File: src/rtl/prog_loader_pkg.sv
// Shared constants and FSM encoding for the program loader, PC, boot ROM and imem.
package prog_loader_pkg;
  localparam int ADDR_W         = 26;
  localparam int DATA_W         = 32;
  localparam int BYTE_W         = 8;
  localparam int BYTES_PER_WORD = DATA_W / BYTE_W;
  localparam int BCNT_W         = $clog2(BYTES_PER_WORD);

  typedef enum logic [1:0] {
    ST_IDLE  = 2'd0,
    ST_RECV  = 2'd1,
    ST_WRITE = 2'd2,
    ST_DONE  = 2'd3
  } state_t;
endpackage

File: src/rtl/prog_loader_word_packer.sv
// Big-endian byte-to-word packer: shifts bytes in MSB first and flags the last byte of a word.
module prog_loader_word_packer
  import prog_loader_pkg::*;
(
  input  logic              clock,
  input  logic              reset_n,
  input  logic              i_clear,
  input  logic              i_shift,
  input  logic [BYTE_W-1:0] i_byte,
  output logic [DATA_W-1:0] o_word_nxt,
  output logic              o_word_full
);
  logic [DATA_W-BYTE_W-1:0] r_word;
  logic [BCNT_W-1:0]        r_cnt;

  // Word as it will look once the byte on i_byte is shifted in.
  assign o_word_nxt  = {r_word, i_byte};
  assign o_word_full = i_shift & (r_cnt == BCNT_W'(BYTES_PER_WORD - 1));

  // Shift register and byte counter; counter wraps to 0 on the last byte.
  always_ff @(posedge clock or negedge reset_n) begin
    if (!reset_n) begin
      r_word <= '0;
      r_cnt  <= '0;
    end else if (i_clear) begin
      r_word <= '0;
      r_cnt  <= '0;
    end else if (i_shift) begin
      r_word <= o_word_nxt[DATA_W-BYTE_W-1:0];
      r_cnt  <= r_cnt + BCNT_W'(1);
    end else begin
      r_word <= r_word;
      r_cnt  <= r_cnt;
    end
  end
endmodule

File: src/rtl/prog_loader.sv
// Loads a program into imem: packs a valid/ready byte stream into words and writes them at consecutive addresses.
module prog_loader
  import prog_loader_pkg::*;
(
  input  logic              clock,
  input  logic              reset_n,
  input  logic              start,
  input  logic              abort,
  input  logic [ADDR_W-1:0] base_addr,
  input  logic [ADDR_W-1:0] num_words,
  input  logic              byte_valid,
  input  logic [BYTE_W-1:0] byte_data,
  output logic              byte_ready,
  output logic              imem_we,
  output logic [ADDR_W-1:0] imem_addr,
  output logic [DATA_W-1:0] imem_data,
  output logic              busy,
  output logic              done
);
  state_t            r_state;
  logic [ADDR_W-1:0] r_base;
  logic [ADDR_W-1:0] r_num;
  logic [ADDR_W-1:0] r_idx;
  logic [ADDR_W-1:0] r_imem_addr;
  logic [DATA_W-1:0] r_imem_data;
  logic              w_hs;
  logic              w_clear;
  logic              w_word_full;
  logic [DATA_W-1:0] w_word_nxt;

  // Handshake and strobes derive only from the registered state, with abort as a same-cycle veto.
  assign byte_ready = (r_state == ST_RECV) & ~abort;
  assign w_hs       = byte_valid & byte_ready;
  assign w_clear    = (r_state == ST_IDLE) | abort;
  assign imem_we    = (r_state == ST_WRITE) & ~abort;
  assign imem_addr  = r_imem_addr;
  assign imem_data  = r_imem_data;
  assign busy       = (r_state == ST_RECV) | (r_state == ST_WRITE);
  assign done       = (r_state == ST_DONE);

  prog_loader_word_packer u_word_packer (
    .clock       (clock),
    .reset_n     (reset_n),
    .i_clear     (w_clear),
    .i_shift     (w_hs),
    .i_byte      (byte_data),
    .o_word_nxt  (w_word_nxt),
    .o_word_full (w_word_full)
  );

  // Load FSM with captured parameters, word index and the write address/data registers.
  always_ff @(posedge clock or negedge reset_n) begin
    if (!reset_n) begin
      r_state     <= ST_IDLE;
      r_base      <= '0;
      r_num       <= '0;
      r_idx       <= '0;
      r_imem_addr <= '0;
      r_imem_data <= '0;
    end else begin
      case (r_state)
        ST_IDLE: begin
          if (abort) begin
            r_state <= ST_IDLE;
          end else if (start) begin
            r_base  <= base_addr;
            r_num   <= num_words;
            r_idx   <= '0;
            r_state <= (num_words == '0) ? ST_DONE : ST_RECV;
          end else begin
            r_state <= ST_IDLE;
          end
        end
        ST_RECV: begin
          if (abort) begin
            r_state <= ST_IDLE;
          end else if (w_word_full) begin
            // Address wraps modulo 2^ADDR_W by truncation.
            r_imem_addr <= r_base + r_idx;
            r_imem_data <= w_word_nxt;
            r_state     <= ST_WRITE;
          end else begin
            r_state <= ST_RECV;
          end
        end
        ST_WRITE: begin
          if (abort) begin
            r_state <= ST_IDLE;
          end else begin
            r_idx   <= r_idx + ADDR_W'(1);
            r_state <= (r_idx == r_num - ADDR_W'(1)) ? ST_DONE : ST_RECV;
          end
        end
        ST_DONE: begin
          r_state <= ST_IDLE;
        end
        default: begin
          r_state <= ST_IDLE;
        end
      endcase
    end
  end
endmodule

File: config.mk
export PLATFORM = sky130hd
export DESIGN_NAME = prog_loader
export DESIGN_NICKNAME = d
export VERILOG_FILES = /design/src/rtl/prog_loader_pkg.sv /design/src/rtl/prog_loader_word_packer.sv /design/src/rtl/prog_loader.sv
export SDC_FILE = /design/constraint.sdc
export NUM_CORES = 1
export LEC_CHECK = 0
export CAP_MARGIN = 40
export CORE_MARGIN = 3
export CORE_UTILIZATION = 51
export CTS_BUF_LIST = sky130_fd_sc_hd__clkbuf_8
export DETAILED_ROUTE_END_ITERATION = 10
export GPL_TIMING_DRIVEN = 0
export PLACE_DENSITY = 0.79
export SYNTH_ARGS = -nofsm -noshare
export SYNTH_HDL_FRONTEND = slang
export SYNTH_SLANG_ARGS = --single-unit
File: constraint.sdc
create_clock -name clock -period 2.6 [get_ports clock]
set_input_delay 0.78 -clock clock [delete_from_list [all_inputs] [get_ports clock]]
set_output_delay 0.78 -clock clock [all_outputs]
set_load 0.05 [all_outputs]
==> reports/results.ini <==
[outcome]
outcome=finished with violations
violations=setup timing

[logic_synthesis]
netlist_instances=846
ys_types=68
ys_seq_elements=164
syn_avg_cell_area_um2=10.4
synthArstFlopShare=1.00
syn-cell-area_um2=8770
syn-num-nets=944
ys_seq_area_frac=0.468
synth_warnings=0
synth_edf_count=0
synth_ff_type=dfrtp_1

[placed_design]
hpwl_um=15600
pre_cts_slack_ns=-0.938
gp_congestion=0.868
dp_cells=1193
port_buffers=126
placed_cell_area_um2=10300

[pwr]
comb_power_share=0.185
switchingPower_mw=1.89
p_clk_frac=0.321
power.density_nw_per_um2=524
swShare=0.322
p_int_mw=3.99
power.leakage_nw=4.89
power_frac_seq=0.494
finalPower_mw=5.88
ir_drop_mv=0.436

[finish]
syn_to_final_growth_pct=27.9
layout_commonest_cell=dfrtp_1
num-nets-final=1112
drive_above_1_share=0.214
final_cell_mix=dfrtp_1 (156), clkdlybuf4s50_1 (120), nand2_1 (110)
final_cells=1247
postLayoutCellArea_um2=11200
n_antenna_cell=0

[clock_tree]
cts.sinks=164
cts_tree=built
cts_buffers=17
holdBufCountCts=0
worstSkewPairLatency_ns=0.48
clk_pin_slew_ns=0.10
clockRootBuffer=clkbuf_8
clockBufferDepth=2
cts-htree-levels=4

[global_routing]
grt.met3_usage=0.0529
grt_util_met2=0.380
grt_overflow=0
busiest_layer=met2
first_global_vias=6932
met1_usage=0.321
grt_max_degree=92
grt.total_usage=0.237
grt_pass1_wl_um=35000
antenna_found_initial=0

[timing]
fmax_mhz=362
tightestPinTransition_ns=0.622
setup_ws_ns=-0.159
hold_violations=0
maxSlewViolCount=0
grt_setup_unrepaired=yes
fin_crit_sh=1.06
clock_skew_ns=0.0147
period_needed_ns=2.76
slew_headroom=0.585
setup_viol=2

[drt]
first_iter_violations=404
drtAntennaViolNets=0
drc=0
first_pass_iters=5
vias=7127
drt-total-wl_um=22400
via_per_inst=5.72
routedWlPerCell_um=18.0

[floorplan]
die_w_um=137
start_util=0.525
rows=47
io_pins=127
die_area_um2=18800
die_h_um=137
core_um2=16700

[setup_path]
cp-start-kind=flip-flop
slowest_delay_ns=0.48
criticalPathCategory=flip-flop to flip-flop
worstPathRequired_ns=3.00
arrival_ns=3.16
critical-path-slowest-cell=or4_4
end_kind=flip-flop
path_cells=inv_2, ha_4, nor4b_4, nand4_4, or4_4, or3b_1, nand3_2, o21ai_2, a221oi_2, a31o_1
crit_path_max_fanout=7

[min_path]
hp-class=input pin to async pin

[job]
drv_cap=0

-- what timing repair did --
action                     4_1_cts  5_1_grt
setup endpoints to repair       59       51
gates cloned                     0        0
gates resized for setup         40       43
setup buffers                   12       14
pin swaps                        8       22
-- routing by layer --
metal  wire [um]  vias up
li1            -     3342
met1        9840     3539
met2       10900      213
met3        1230       33
met4         415        0
met5           0        -
-- state kept, by name, indices dropped and copies added, names as in the netlist --
register / count
imem_addr: 26
r_state: 2
r_num: 26
u_word_packer.r_cnt: 2
r_idx: 26
imem_data: 32
u_word_packer.r_word: 24
r_base: 26
-- through the flow --
stage          hold WS (ns)   util  TNS [ns]
2_1_floorplan         0.481      -         0
3_3_place_gp          0.462  0.618  -1035.97
3_5_place_dp          0.470  0.620    -65.47
4_1_cts               0.284  0.657    -0.267
5_1_grt               0.301  0.671    -0.621
6_report              0.241  0.671    -0.196
-- Yosys cell counts, types with 3 or more instances --
library cell / number / area (um^2)
dfrtp_1: 164 / 4100
nand2_1: 110 / 413
mux2_2: 89 / 1000
a21oi_1: 57 / 285
nor2_1: 51 / 191
xor2_1: 41 / 359
ha_1: 32 / 400
xnor2_1: 30 / 263
o21ai_0: 29 / 145
clkbuf_1: 24 / 90.1
inv_1: 20 / 75.1
nor3_1: 17 / 85.1
nand3_1: 16 / 80.1
nor4_1: 12 / 75.1
buf_1: 9 / 33.8
nand4_1: 9 / 56.3
and3_1: 8 / 50.1
nor3b_1: 8 / 60.1
o31ai_1: 7 / 52.6
a21o_1: 6 / 45.0
and2_1: 6 / 37.5
mux2i_1: 6 / 60.1
o211ai_1: 6 / 45.0
or3_1: 6 / 37.5
nand2b_1: 5 / 31.3
nor2b_1: 5 / 31.3
o21a_1: 5 / 37.5
a211oi_1: 4 / 30.0
a21boi_0: 4 / 30.0
or2_2: 4 / 25.0
a31oi_1: 3 / 18.8
and4_1: 3 / 26.3
o311ai_0: 3 / 26.3
-- final timing paths --
check	start	endpoint	slack (ns)	cells after the start
worst max register to register	r_num[0]	r_state[1]	-0.16	10
worst max-delay path	r_num[0]	r_state[1]	-0.16	10
worst min-delay path	reset_n	r_base[17]	0.24	1
max in group asynchronous	reset_n	imem_data[30]	1.54	2
worst min register to register	imem_addr[6]	imem_addr[6]	0.49	2
min in group clock	imem_addr[6]	imem_addr[6]	0.49	2
-- layout make-up --
class                           count  area, um^2
Fill cell                        1300        5490
Multi-Input combinational cell    628        4740
Sequential cell                   164        4110
Timing Repair Buffer              153        1470
Tap cell                          220         275
Clock buffer                       17         234
Clock inverter                     15         173
Buffer                             30         128
Inverter                           20        75.1
-- power by group through the flow --
stage	combinational (mW)	sequential (mW)	clock [mW]
2_1_floorplan	0.686	2.88	0
3_3_place_gp	0.954	2.93	0
3_5_place_dp	0.986	2.93	0
4_1_cts	1.03	2.89	1.92
5_1_grt	1.19	2.92	2.04
6_report	1.09	2.90	1.89
-- logic make-up after synthesis --
| kind of cell | Yosys count | synth area share |
|---|---|---|
| muxes | 95 | 0.121 |
| xor gates and xnor gates | 71 | 0.0709 |
| AOI/OAI and AO/OA | 154 | 0.112 |
| DFF | 164 | 0.468 |
| buffers and inverters | 54 | 0.0240 |
| adders and majority gates | 33 | 0.0480 |
| and+or+nand+nor | 275 | 0.156 |
-- critical path: cells and delay by family, from the launching register on --
family / cells / cell delay, ns
AND/OR/NAND/NOR: 5 / 1.42
adder cells (fa/ha/maj): 1 / 0.18
buffers and inverters: 1 / 0.07
AO/OA/AOI/OAI: 3 / 0.59
flip-flops: 1 / 0.42
Power figures use the tool's default switching activity.
